`src/rtl/hazard_control_unit_if.sv`:
```
// ============================================================================
// Module   : hazard_control_unit_if
// Desc     : Pipeline-side bundle between ID/EX decode and the hazard controller
// Revision : 1.0  initial release
// ============================================================================
`default_nettype none

interface hazard_control_unit_if;
  // ID-stage instruction
  logic [4:0] rs_ID;
  logic [4:0] rt_ID;
  logic       uses_rt_ID;
  logic       mdu_read_ID;
  logic       mdu_op_ID;
  logic       jump_ID;
  // EX-stage instruction
  logic [4:0] rt_EX;
  logic       MemRead_EX;
  logic       mdu_start_EX;
  logic       mdu_is_div_EX;
  logic       branch_taken_EX;
  // controls back to the pipeline
  logic       PCWrite;
  logic       IF_ID_Write;
  logic       IF_ID_Flush;
  logic       ID_EX_Flush;
  logic       mdu_busy;
  logic       mdu_done;
  logic [31:0] stall_cycles;

  modport master (
    output rs_ID, rt_ID, uses_rt_ID, mdu_read_ID, mdu_op_ID, jump_ID,
    output rt_EX, MemRead_EX, mdu_start_EX, mdu_is_div_EX, branch_taken_EX,
    input  PCWrite, IF_ID_Write, IF_ID_Flush, ID_EX_Flush,
    input  mdu_busy, mdu_done, stall_cycles
  );

  modport slave (
    input  rs_ID, rt_ID, uses_rt_ID, mdu_read_ID, mdu_op_ID, jump_ID,
    input  rt_EX, MemRead_EX, mdu_start_EX, mdu_is_div_EX, branch_taken_EX,
    output PCWrite, IF_ID_Write, IF_ID_Flush, ID_EX_Flush,
    output mdu_busy, mdu_done, stall_cycles
  );
endinterface

`default_nettype wire

```
`src/rtl/hazard_control_unit.sv`:
```
// ============================================================================
// Module   : hazard_control_unit
// Desc     : Load-use / MDU stall, control-flow flush and MDU sequencing
// Revision : 1.0  initial release
// ============================================================================
`default_nettype none

module hazard_control_unit #(
  parameter int MUL_CYCLES = 4,
  parameter int DIV_CYCLES = 32
) (
  input  logic                  clk,
  input  logic                  rst,
  hazard_control_unit_if.slave  hz
);

  localparam int              CW         = $clog2(DIV_CYCLES + 1);
  localparam logic [CW-1:0]   c_mul_load = CW'(MUL_CYCLES);
  localparam logic [CW-1:0]   c_div_load = CW'(DIV_CYCLES);
  localparam logic [CW-1:0]   c_one      = CW'(1);
  localparam logic [31:0]     c_sat      = 32'hFFFF_FFFF;

  typedef enum logic [0:0] {
    MDU_IDLE = 1'b0,
    MDU_BUSY = 1'b1
  } mdu_state_t;

  mdu_state_t     r_state;
  mdu_state_t     w_state_nxt;
  logic [CW-1:0]  r_count;
  logic [CW-1:0]  w_count_nxt;
  logic [CW-1:0]  w_load;
  logic           w_done;
  logic           w_busy;
  logic [31:0]    r_stall_cycles;

  logic           w_lu;
  logic           w_mh;
  logic           w_stall;
  logic           w_pc_write;
  logic           w_if_id_write;
  logic           w_if_id_flush;
  logic           w_id_ex_flush;

  assign w_busy = (r_state == MDU_BUSY);
  assign w_load = hz.mdu_is_div_EX ? c_div_load : c_mul_load;

  // Hazard detection
  assign w_lu = hz.MemRead_EX && (hz.rt_EX != 5'd0) &&
                ((hz.rt_EX == hz.rs_ID) ||
                 (hz.uses_rt_ID && (hz.rt_EX == hz.rt_ID)));
  assign w_mh    = w_busy && (hz.mdu_read_ID || hz.mdu_op_ID);
  assign w_stall = w_lu || w_mh;

  // A taken branch squashes everything younger, so it outranks any stall;
  // a stall outranks a jump flush so the jump stays in ID and retries.
  always_comb begin
    w_pc_write    = 1'b1;
    w_if_id_write = 1'b1;
    w_if_id_flush = 1'b0;
    w_id_ex_flush = 1'b0;
    if (rst) begin
      w_pc_write    = 1'b0;
      w_if_id_write = 1'b0;
      w_if_id_flush = 1'b1;
      w_id_ex_flush = 1'b1;
    end else if (hz.branch_taken_EX) begin
      w_if_id_flush = 1'b1;
      w_id_ex_flush = 1'b1;
    end else if (w_stall) begin
      w_pc_write    = 1'b0;
      w_if_id_write = 1'b0;
      w_id_ex_flush = 1'b1;
    end else if (hz.jump_ID) begin
      w_if_id_flush = 1'b1;
    end
  end

  // MDU sequencer: a start while busy reloads the count and hides done
  always_comb begin
    w_state_nxt = r_state;
    w_count_nxt = r_count;
    w_done      = 1'b0;
    case (r_state)
      MDU_IDLE: begin
        if (hz.mdu_start_EX) begin
          w_state_nxt = MDU_BUSY;
          w_count_nxt = w_load;
        end
      end
      MDU_BUSY: begin
        if (hz.mdu_start_EX) begin
          w_count_nxt = w_load;
        end else if (r_count <= c_one) begin
          w_done      = (r_count == c_one);
          w_count_nxt = '0;
          w_state_nxt = MDU_IDLE;
        end else begin
          w_count_nxt = r_count - c_one;
        end
      end
      default: begin
        w_state_nxt = MDU_IDLE;
        w_count_nxt = '0;
      end
    endcase
  end

  always_ff @(posedge clk or posedge rst) begin
    if (rst) begin
      r_state <= MDU_IDLE;
      r_count <= '0;
    end else begin
      r_state <= w_state_nxt;
      r_count <= w_count_nxt;
    end
  end

  always_ff @(posedge clk or posedge rst) begin
    if (rst) begin
      r_stall_cycles <= '0;
    end else if (!w_pc_write && (r_stall_cycles != c_sat)) begin
      r_stall_cycles <= r_stall_cycles + 32'd1;
    end
  end

  assign hz.PCWrite      = w_pc_write;
  assign hz.IF_ID_Write  = w_if_id_write;
  assign hz.IF_ID_Flush  = w_if_id_flush;
  assign hz.ID_EX_Flush  = w_id_ex_flush;
  assign hz.mdu_busy     = w_busy;
  assign hz.mdu_done     = w_done;
  assign hz.stall_cycles = r_stall_cycles;

endmodule

`default_nettype wire

```
`src/flat_wrapper.sv`:
```
// flat-port wrapper written by rule: the top's interface ports become plain ports
module hazard_control_unit_flat 
#(
  parameter int MUL_CYCLES = 4,
  parameter int DIV_CYCLES = 32
)
  (clk, rst, hz_rs_ID, hz_rt_ID, hz_uses_rt_ID, hz_mdu_read_ID, hz_mdu_op_ID, hz_jump_ID, hz_rt_EX, hz_MemRead_EX, hz_mdu_start_EX, hz_mdu_is_div_EX, hz_branch_taken_EX, hz_PCWrite, hz_IF_ID_Write, hz_IF_ID_Flush, hz_ID_EX_Flush, hz_mdu_busy, hz_mdu_done, hz_stall_cycles);
  hazard_control_unit_if hz_i ();
  input  logic clk;
  input  logic rst;
  input wire logic [$bits(hz_i.rs_ID)-1:0] hz_rs_ID;
  input wire logic [$bits(hz_i.rt_ID)-1:0] hz_rt_ID;
  input wire logic [$bits(hz_i.uses_rt_ID)-1:0] hz_uses_rt_ID;
  input wire logic [$bits(hz_i.mdu_read_ID)-1:0] hz_mdu_read_ID;
  input wire logic [$bits(hz_i.mdu_op_ID)-1:0] hz_mdu_op_ID;
  input wire logic [$bits(hz_i.jump_ID)-1:0] hz_jump_ID;
  input wire logic [$bits(hz_i.rt_EX)-1:0] hz_rt_EX;
  input wire logic [$bits(hz_i.MemRead_EX)-1:0] hz_MemRead_EX;
  input wire logic [$bits(hz_i.mdu_start_EX)-1:0] hz_mdu_start_EX;
  input wire logic [$bits(hz_i.mdu_is_div_EX)-1:0] hz_mdu_is_div_EX;
  input wire logic [$bits(hz_i.branch_taken_EX)-1:0] hz_branch_taken_EX;
  output wire logic [$bits(hz_i.PCWrite)-1:0] hz_PCWrite;
  output wire logic [$bits(hz_i.IF_ID_Write)-1:0] hz_IF_ID_Write;
  output wire logic [$bits(hz_i.IF_ID_Flush)-1:0] hz_IF_ID_Flush;
  output wire logic [$bits(hz_i.ID_EX_Flush)-1:0] hz_ID_EX_Flush;
  output wire logic [$bits(hz_i.mdu_busy)-1:0] hz_mdu_busy;
  output wire logic [$bits(hz_i.mdu_done)-1:0] hz_mdu_done;
  output wire logic [$bits(hz_i.stall_cycles)-1:0] hz_stall_cycles;
  assign hz_i.rs_ID = hz_rs_ID;
  assign hz_i.rt_ID = hz_rt_ID;
  assign hz_i.uses_rt_ID = hz_uses_rt_ID;
  assign hz_i.mdu_read_ID = hz_mdu_read_ID;
  assign hz_i.mdu_op_ID = hz_mdu_op_ID;
  assign hz_i.jump_ID = hz_jump_ID;
  assign hz_i.rt_EX = hz_rt_EX;
  assign hz_i.MemRead_EX = hz_MemRead_EX;
  assign hz_i.mdu_start_EX = hz_mdu_start_EX;
  assign hz_i.mdu_is_div_EX = hz_mdu_is_div_EX;
  assign hz_i.branch_taken_EX = hz_branch_taken_EX;
  assign hz_PCWrite = hz_i.PCWrite;
  assign hz_IF_ID_Write = hz_i.IF_ID_Write;
  assign hz_IF_ID_Flush = hz_i.IF_ID_Flush;
  assign hz_ID_EX_Flush = hz_i.ID_EX_Flush;
  assign hz_mdu_busy = hz_i.mdu_busy;
  assign hz_mdu_done = hz_i.mdu_done;
  assign hz_stall_cycles = hz_i.stall_cycles;
  hazard_control_unit #(.MUL_CYCLES(MUL_CYCLES), .DIV_CYCLES(DIV_CYCLES)) u_core (.clk(clk), .rst(rst), .hz(hz_i));
endmodule
```
`config.mk`:
```
export PLATFORM = sky130hd
export DESIGN_NAME = hazard_control_unit_flat
export DESIGN_NICKNAME = d
export VERILOG_FILES = /design/src/rtl/hazard_control_unit_if.sv /design/src/rtl/hazard_control_unit.sv /design/src/flat_wrapper.sv
export SDC_FILE = /design/constraint.sdc
export NUM_CORES = 1
export LEC_CHECK = 0
export CAP_MARGIN = 10
export CORE_MARGIN = 1.5
export CORE_UTILIZATION = 40
export DETAILED_ROUTE_END_ITERATION = 10
export PLACE_DENSITY = 0.72
export RECOVER_POWER = 50
export SLEW_MARGIN = 0
export SYNTH_ARGS = -nofsm -noshare
export SYNTH_HDL_FRONTEND = slang
export SYNTH_SLANG_ARGS = --single-unit
export TNS_END_PERCENT = 100
```
`constraint.sdc`:
```
create_clock -name clk -period 1.87 [get_ports clk]
set_input_delay 0.187 -clock clk [delete_from_list [all_inputs] [get_ports clk]]
set_output_delay 0.187 -clock clk [all_outputs]
set_load 0.01 [all_outputs]
```
==> out/results.md, run 1 <==
* 0.452 — share of the yosys chip area belonging to registers
* 0 — Slew Viols, Final
* 0 — final routed DRC violation total
* 2 — Clock Path Buffers
* 4 — number of iterations in the first detailed-routing pass
* 0.687 ns — slew at the pin closest to its max-slew limit
* 84 — DR iter-0 viols
* 1959 — total number of vias
* 0.36 ns — Largest stage delay, worst path
* 26 — number of rows in the core area
* 0.178 — global routing usage summed across all routing layers
* done — CTS tree
* sky130_fd_sc_hd__clkbuf_8 — Clk Tree Root Cell
* 0.00216 mm2 — Post-Synthesis Cell Area
* ha_2 -> and2_4 -> nand3_2 -> nand2b_4 -> or3_4 -> nand2_2 -> mux2_4 — cell breakdown of the critical path
* 0.492 ns — hold slack final
* 0.00669 ns — clk_skew
* 76.5 um — Die Y
* 840 mW/mm2 — Power Dens Cells
* met2 — most heavily used metal layer in global routing
* 76.5 um — width of the die
* 390 — final non-filler cell total
* 0 — number of inserted diodes
* 0.00517 mm2 — core box area
* 0.000414 V — maximum ir drop on the vdd rail
* 1.98 ns — signal arrival time at the worst endpoint
* 1.00 — share of synthesized registers carrying an async set or reset
* 0.29 ns — Skew-Pair Late Insertion Delay
* 1.50 nW — leak pwr
* 0 — warnings from Yosys
* 0.226 — met1 usage
* 10.1 um2 — Avg Synthesized Cell Area
* 552 MHz — upper clock frequency limit
* 37 — number of unique standard cell types used by synthesis
* 52.3% — area growth from synthesis to layout
* 0.783 — Final GP Congestion
* 7 — Worst path depth
* simple AND/OR/NAND/NOR gates — critical path's top delay family
* 214 — number of instances in the synthesized netlist
* 242 — nets in the synthesized netlist
* 12.8 um — wire per inst
* 0.07 ns — Reg clk slew, reported paths
* 0 — remaining global-route overflow
* 0 — number of setup violations in the final report
* 7 — Worst Reg2Reg Path Length in Cells
* complete, no violations — run status
* 0.418 — initial cell density of the core
* 348 — NumNets Final
* 5.02 — vias per inst
* 3.70 mm — half-perimeter wire length after detailed placement
* sky130_fd_sc_hd__clkdlybuf4s50_1 — leading cell type in the layout, fill and taps excluded
* 1 — number of stages on the worst hold path
* reg2reg — Setup Crit Path Kind
* reg2reg — Hold Path Class
* 29 — largest net degree at the start of global routing
* 39 — clock net sink count
* 4.97 mm — WL final
* flip-flop — startpoint class of the critical path
* 0 — remaining number of nets flagged by the antenna check after routing
* 0.969 — final cycle utilization of the critical path
* 0.304 — met2 track demand over resource
* 41 x sky130_fd_sc_hd__clkdlybuf4s50_1, 39 x sky130_fd_sc_hd__dfrtp_1, 38 x sky130_fd_sc_hd__buf_4, 31 x sky130_fd_sc_hd__xnor2_1 — top library cells by usage in the layout, fill and taps aside
* 39 — number of register bits inferred by synthesis
* 2.76 mW — post-layout power
* 0.542 — headroom to the max-slew limit
* 0 — buffer and inverter count on the worst path
* 2 — number of levels the H-tree was split into
* 62 — IO Port Bufs
* 4 — Crit Path Max Fanout
* 0 — Hold Vio Cnt, Final
* 0 — Post-synth EDFFs
* flip-flop — Critical Path Sink Type
* 0.0407 — met3 Track Usage GR
* sky130_fd_sc_hd__dfrtp_1 — slowest cell on the critical path
* 0 — quantity of hold-fixing buffers added after cts
* 1974 — vias in the first global route
* 1.81 ns — clock period minus worst slack
* 0.272 — proportion of layout cells with a drive suffix above 1
* 0.00585 mm2 — Total Die Area
* 5 — number of buffers created by CTS
* 378 — # placed instances
* sky130_fd_sc_hd__dfrtp_1 — most used flip-flop cell after synthesis
* 63 — count of boundary I/O pins
* 0 — Maximum Capacitance Violations
* 8.49 mm — global-route wire length before repair
* 0 — number of antenna violations at the first check in global routing
* 2.04 ns — data required time of the worst path
-- layout make-up --
class | instances | area [um2]
multi-input combinational | 162 | 1180
inverter | 6 | 22.5
sequential | 39 | 976
timing repair buffer | 106 | 940
clock buffer | 6 | 82.6
fill | 434 | 1880
tap | 70 | 87.6
clock inverter | 1 | 5.00
-- state kept, by name, summed over array words and instances (netlist names) --
| name | count |
|---|---|
| u_core.hz.mdu_busy | 1 |
| u_core.hz.stall_cycles | 32 |
| u_core.r_count | 6 |
-- worst paths after layout --
kind	start	endpoint	slack, ns
max	u_core.hz.stall_cycles[1]$_DFFE_PP0P_	u_core.hz.stall_cycles[1]$_DFFE_PP0P_	0.06
min	u_core.hz.stall_cycles[28]$_DFFE_PP0P_	u_core.hz.stall_cycles[28]$_DFFE_PP0P_	0.49
max reg2reg	u_core.hz.stall_cycles[1]$_DFFE_PP0P_	u_core.hz.stall_cycles[1]$_DFFE_PP0P_	0.06
min reg2reg	u_core.hz.stall_cycles[28]$_DFFE_PP0P_	u_core.hz.stall_cycles[28]$_DFFE_PP0P_	0.49
max in group asynchronous	rst	u_core.hz.stall_cycles[5]$_DFFE_PP0P_	0.83
min in group asynchronous	rst	u_core.hz.stall_cycles[17]$_DFFE_PP0P_	0.54
-- stage by stage --
step | instance area [um2] | setup slack (ns) | utilization | setup TNS (ns)
floorplan | 2180 | -0.0812 | - | -0.0812
global placement | 3110 | -0.565 | 0.602 | -14.84
detailed placement | 3110 | -0.615 | 0.602 | -15.41
CTS | 3260 | 0.0112 | 0.631 | 0
global route | 3290 | -0.0212 | 0.636 | -0.0212
finish | 3290 | 0.0588 | 0.636 | 0
-- synth_stat cells (2+ instances only) --
master | instances | area [um2]
sky130_fd_sc_hd__nor3_1 | 3 | 15.0
sky130_fd_sc_hd__and4_1 | 3 | 26.3
sky130_fd_sc_hd__o21ai_0 | 9 | 45.0
sky130_fd_sc_hd__a21oi_1 | 2 | 10.0
sky130_fd_sc_hd__nand4_1 | 18 | 113
sky130_fd_sc_hd__and2_1 | 2 | 12.5
sky130_fd_sc_hd__a31oi_1 | 2 | 12.5
sky130_fd_sc_hd__nor2_1 | 13 | 48.8
sky130_fd_sc_hd__nand3_1 | 15 | 75.1
sky130_fd_sc_hd__nand3_2 | 2 | 20.0
sky130_fd_sc_hd__xnor2_1 | 32 | 280
sky130_fd_sc_hd__inv_1 | 6 | 22.5
sky130_fd_sc_hd__nand2_1 | 14 | 52.6
sky130_fd_sc_hd__ha_1 | 3 | 37.5
sky130_fd_sc_hd__xor2_1 | 9 | 78.8
sky130_fd_sc_hd__dfrtp_1 | 39 | 976
sky130_fd_sc_hd__and3_1 | 18 | 113
sky130_fd_sc_hd__nand2b_1 | 2 | 12.5
sky130_fd_sc_hd__buf_6 | 4 | 45.0
-- metal layers --
| metal | routed length [um] | up-vias |
|---|---|---|
| met5 | 0 | - |
| met4 | 57 | 0 |
| met3 | 256 | 7 |
| met2 | 2350 | 60 |
| met1 | 2310 | 922 |
| li1 | - | 970 |
-- report_power, final --
part | switching (mW) | leakage (nW) | internal [mW]
registers | 0.105 | 0.520 | 0.977
clock network | 0.275 | 0.0470 | 0.289
logic | 0.496 | 0.934 | 0.622
-- repair_timing --
action / in CTS / in global routing
setup endpoints to repair: 37 / 33
setup buffers: 4 / 2
pin swaps: 5 / 9
gates resized for setup: 39 / 33
-- cells by family after synthesis --
logic type | share of synthesized area
adders and majority gates | 0.0174
and+or+nand+nor | 0.255
muxes | 0.0122
AOI/OAI and AO/OA | 0.0591
DFF | 0.452
xor gates and xnor gates | 0.166
buffers and inverters | 0.0388
(Power assumes the default switching activity.)
==> run 2: changes to the inputs <==
--- a/config.mk
+++ b/config.mk
@@ -9,8 +9,9 @@
 export CORE_MARGIN = 1.5
 export CORE_UTILIZATION = 40
 export DETAILED_ROUTE_END_ITERATION = 10
-export PLACE_DENSITY = 0.72
+export PLACE_DENSITY = 0.74
 export RECOVER_POWER = 50
+export REMOVE_ABC_BUFFERS = 1
 export SLEW_MARGIN = 0
 export SYNTH_ARGS = -nofsm -noshare
 export SYNTH_HDL_FRONTEND = slang
==> out/results.md, run 2 (synthesis results as in run 1) <==
* 394 — FILL cells, was 434
* 976 um2 — Sequential cell area, unchanged
* 0 — quantity of hold-fixing buffers added after cts, unchanged
* 0.00828 ns — clk_skew, was 0.00669 ns
* 0 — Maximum Capacitance Violations, unchanged
* 1 — number of stages on the worst hold path, unchanged
* 0 — number of antenna violations at the first check in global routing, unchanged
* 26 — number of rows in the core area, unchanged
* 0.972 ns — slew at the pin closest to its max-slew limit, was 0.687 ns
* 0.790 — Final GP Congestion, was 0.783
* 0.0344 ns — Worst Slack Setup Final, was 0.0588 ns
* u_core.hz.stall_cycles[28]$_DFFE_PP0P_ — hold endpoint, unchanged
* 381 — # placed instances, was 378
* 0.305 — switching part of the total power, was 0.317
* flip-flop — Critical Path Sink Type, unchanged
* 0.500 ns — hold slack final, was 0.492 ns
* 2071 — total number of vias, was 1959
* 0.08 ns — Reg clk slew, reported paths, was 0.07 ns
* 0.193 — global routing usage summed across all routing layers, was 0.178
* reg2reg — Hold Path Class, unchanged
* 1.65 nW — leak pwr, was 1.50 nW
* u_core.hz.stall_cycles[0]$_DFFE_PP0P_ — Reg2Reg Launch Point, was u_core.hz.stall_cycles[1]$_DFFE_PP0P_
* 0.352 — headroom to the max-slew limit, was 0.542
* 4 — number of iterations in the first detailed-routing pass, unchanged
* 39 — clock net sink count, unchanged
* 0.00517 mm2 — core box area, unchanged
* 14.1 um — wire per inst, was 12.8 um
* 2001 — vias in the first global route, was 1974
* 76.5 um — Die Y, unchanged
* 0 — final routed DRC violation total, unchanged
* 0.00312 mm2 — placement-stage cell area, was 0.00311 mm2
* 357 — NumNets Final, was 348
* 0.982 — final cycle utilization of the critical path, was 0.969
* 62 — IO Port Bufs, unchanged
* 76.5 um — width of the die, unchanged
* complete, no violations — run status, unchanged
* 44 x sky130_fd_sc_hd__buf_4, 39 x sky130_fd_sc_hd__dfrtp_1, 28 x sky130_fd_sc_hd__xnor2_1, 27 x sky130_fd_sc_hd__clkdlybuf4s50_1 — top library cells by usage in the layout, fill and taps aside, was 41 x sky130_fd_sc_hd__clkdlybuf4s50_1, 39 x sky130_fd_sc_hd__dfrtp_1, 38 x sky130_fd_sc_hd__buf_4, 31 x sky130_fd_sc_hd__xnor2_1
* 917 uW — net switching power figure, was 876 uW
* 0 — number of inserted diodes, unchanged
* 2 — Clock Path Buffers, unchanged
* 2.43 mm — met1 WL, was 2.31 mm
* 2.92 mm — routed wire length on met2, was 2.35 mm
* 3.82 mm — half-perimeter wire length after detailed placement, was 3.70 mm
* flip-flop — startpoint class of the critical path, unchanged
* 40 — largest net degree at the start of global routing, was 29
* 0.353 — sequential share of power, was 0.391
* 0.00347 mm2 — post-route design area, was 0.00329 mm2
* 0 ns — post-route setup TNS, unchanged
* 0 — Hold Vio Cnt, Final, unchanged
* -0.664 ns — Place WS, was -0.615 ns
* 5.18 — vias per inst, was 5.02
* 0.000395 V — maximum ir drop on the vdd rail, was 0.000414 V
* 2 — number of levels the H-tree was split into, unchanged
* 2.01 ns — signal arrival time at the worst endpoint, was 1.98 ns
* 237 um — Detail Route met3 WL, was 256 um
* yes — RSZ-0062 raised after global routing
* 0.03 ns — minimum setup slack among reg-to-reg paths, was 0.06 ns
* 5 — number of buffers created by CTS, unchanged
* 0.300 — proportion of layout cells with a drive suffix above 1, was 0.272
* 866 mW/mm2 — Power Dens Cells, was 840 mW/mm2
* 2.09 mW — cell-internal power, was 1.89 mW
* 0.240 — clock group share of total power, was 0.204
* 0.671 — utilization of the core after routing, was 0.636
* u_core.hz.stall_cycles[1]$_DFFE_PP0P_ — end of the worst register-to-register path, unchanged
* 400 — final non-filler cell total, was 390
* 1.84 ns — clock period minus worst slack, was 1.81 ns
* 2.04 ns — data required time of the worst path, about the same
* 0 — Slew Viols, Final, unchanged
* 0.00585 mm2 — Total Die Area, unchanged
* 65 — DR iter-0 viols, was 84
* done — CTS tree, unchanged
* 0.29 ns — Skew-Pair Late Insertion Delay, about the same
* 0.418 — initial cell density of the core, unchanged
* 9.18 mm — global-route wire length before repair, was 8.49 mm
* 545 MHz — upper clock frequency limit, was 552 MHz
* 3 — Crit Path Max Fanout, was 4
* 0 — remaining global-route overflow, unchanged
* met4 — highest routed metal layer, unchanged
* sky130_fd_sc_hd__buf_4 — leading cell type in the layout, fill and taps excluded, was sky130_fd_sc_hd__clkdlybuf4s50_1
* 7 — Worst Reg2Reg Path Length in Cells, unchanged
* 32 — max reg flops, unchanged
* 63 — count of boundary I/O pins, unchanged
* 0.00120 mm2 — combined area of the multi-input logic cells, was 0.00118 mm2
* 0 — number of setup violations in the final report, unchanged
* 60.7% — area growth from synthesis to layout, was 52.3%
* 0 — remaining number of nets flagged by the antenna check after routing, unchanged
* 5.65 mm — WL final, was 4.97 mm
* 3.01 mW — post-layout power, was 2.76 mW
* 0.407 — Comb pwr share, was 0.405
* sky130_fd_sc_hd__clkbuf_8 — Clk Tree Root Cell, unchanged
* u_core.hz.stall_cycles[28]$_DFFE_PP0P_ — source of the worst hold timing path, unchanged
* reg2reg — Setup Crit Path Kind, unchanged
-- run 2: layout make-up --
cell class | instances | area share
multi-input cells | 162 | 0.346
repair buffers | 115 | 0.307
flip-flops and latches | 39 | 0.281
well taps | 70 | 0.0252
clock buffers | 6 | 0.0238
clock inverters | 2 | 0.0101
inverters | 6 | 0.00649
-- run 2: how the worst max path moves through the flow --
stage | start | end | slack, ns | cells past startpoint
final | u_core.hz.stall_cycles[0]$_DFFE_PP0P_ | u_core.hz.stall_cycles[1]$_DFFE_PP0P_ | 0.03 | 7
after global routing | u_core.r_count[1]$_DFFE_PP0P_ | u_core.r_count[4]$_DFFE_PP0P_ | -0.05 | 7
after floorplan | hz_rt_EX[3] | u_core.hz.stall_cycles[1]$_DFFE_PP0P_ | -0.33 | 6
after CTS | hz_rt_ID[0] | u_core.hz.stall_cycles[30]$_DFFE_PP0P_ | -0.005 | 11
after global placement | hz_rt_EX[0] | hz_PCWrite | -0.58 | 7
after detailed placement | hz_rt_EX[0] | hz_IF_ID_Flush | -0.66 | 6
-- run 2: critical path: stages (launching register included) --
cell	delay [ns]
sky130_fd_sc_hd__dfrtp_1	0.37
sky130_fd_sc_hd__ha_2	0.18
sky130_fd_sc_hd__and2_4	0.15
sky130_fd_sc_hd__nand3_2	0.08
sky130_fd_sc_hd__nand2b_4	0.16
sky130_fd_sc_hd__or3_4	0.39
sky130_fd_sc_hd__nand2_4	0.10
sky130_fd_sc_hd__mux2_4	0.29
-- run 2: timing repair --
action                                 in CTS  in global routing
endpoints found under the hold margin       0                  0
setup endpoints to repair                  37                 39
cloned                                      1                  2
setup buffers                               5                  5
pin swaps                                   6                 16
resized for setup                          50                 37
-- run 2: per-layer routing --
metal,up-vias,track usage
met5,-,0
met1,1015,0.244
met4,0,0.0611
li1,991,-
met3,6,0.0371
met2,59,0.332
-- run 2: power by group through the flow --
| stage | clock network (mW) | registers (mW) | logic (mW) |
|---|---|---|---|
| CTS | 0.734 | 1.06 | 1.14 |
| floorplan | 0 | 1.15 | 0.448 |
| finish | 0.721 | 1.06 | 1.22 |
| detailed placement | 0 | 1.07 | 1.08 |
| global placement | 0 | 1.07 | 1.05 |
| global route | 0.766 | 1.08 | 1.34 |
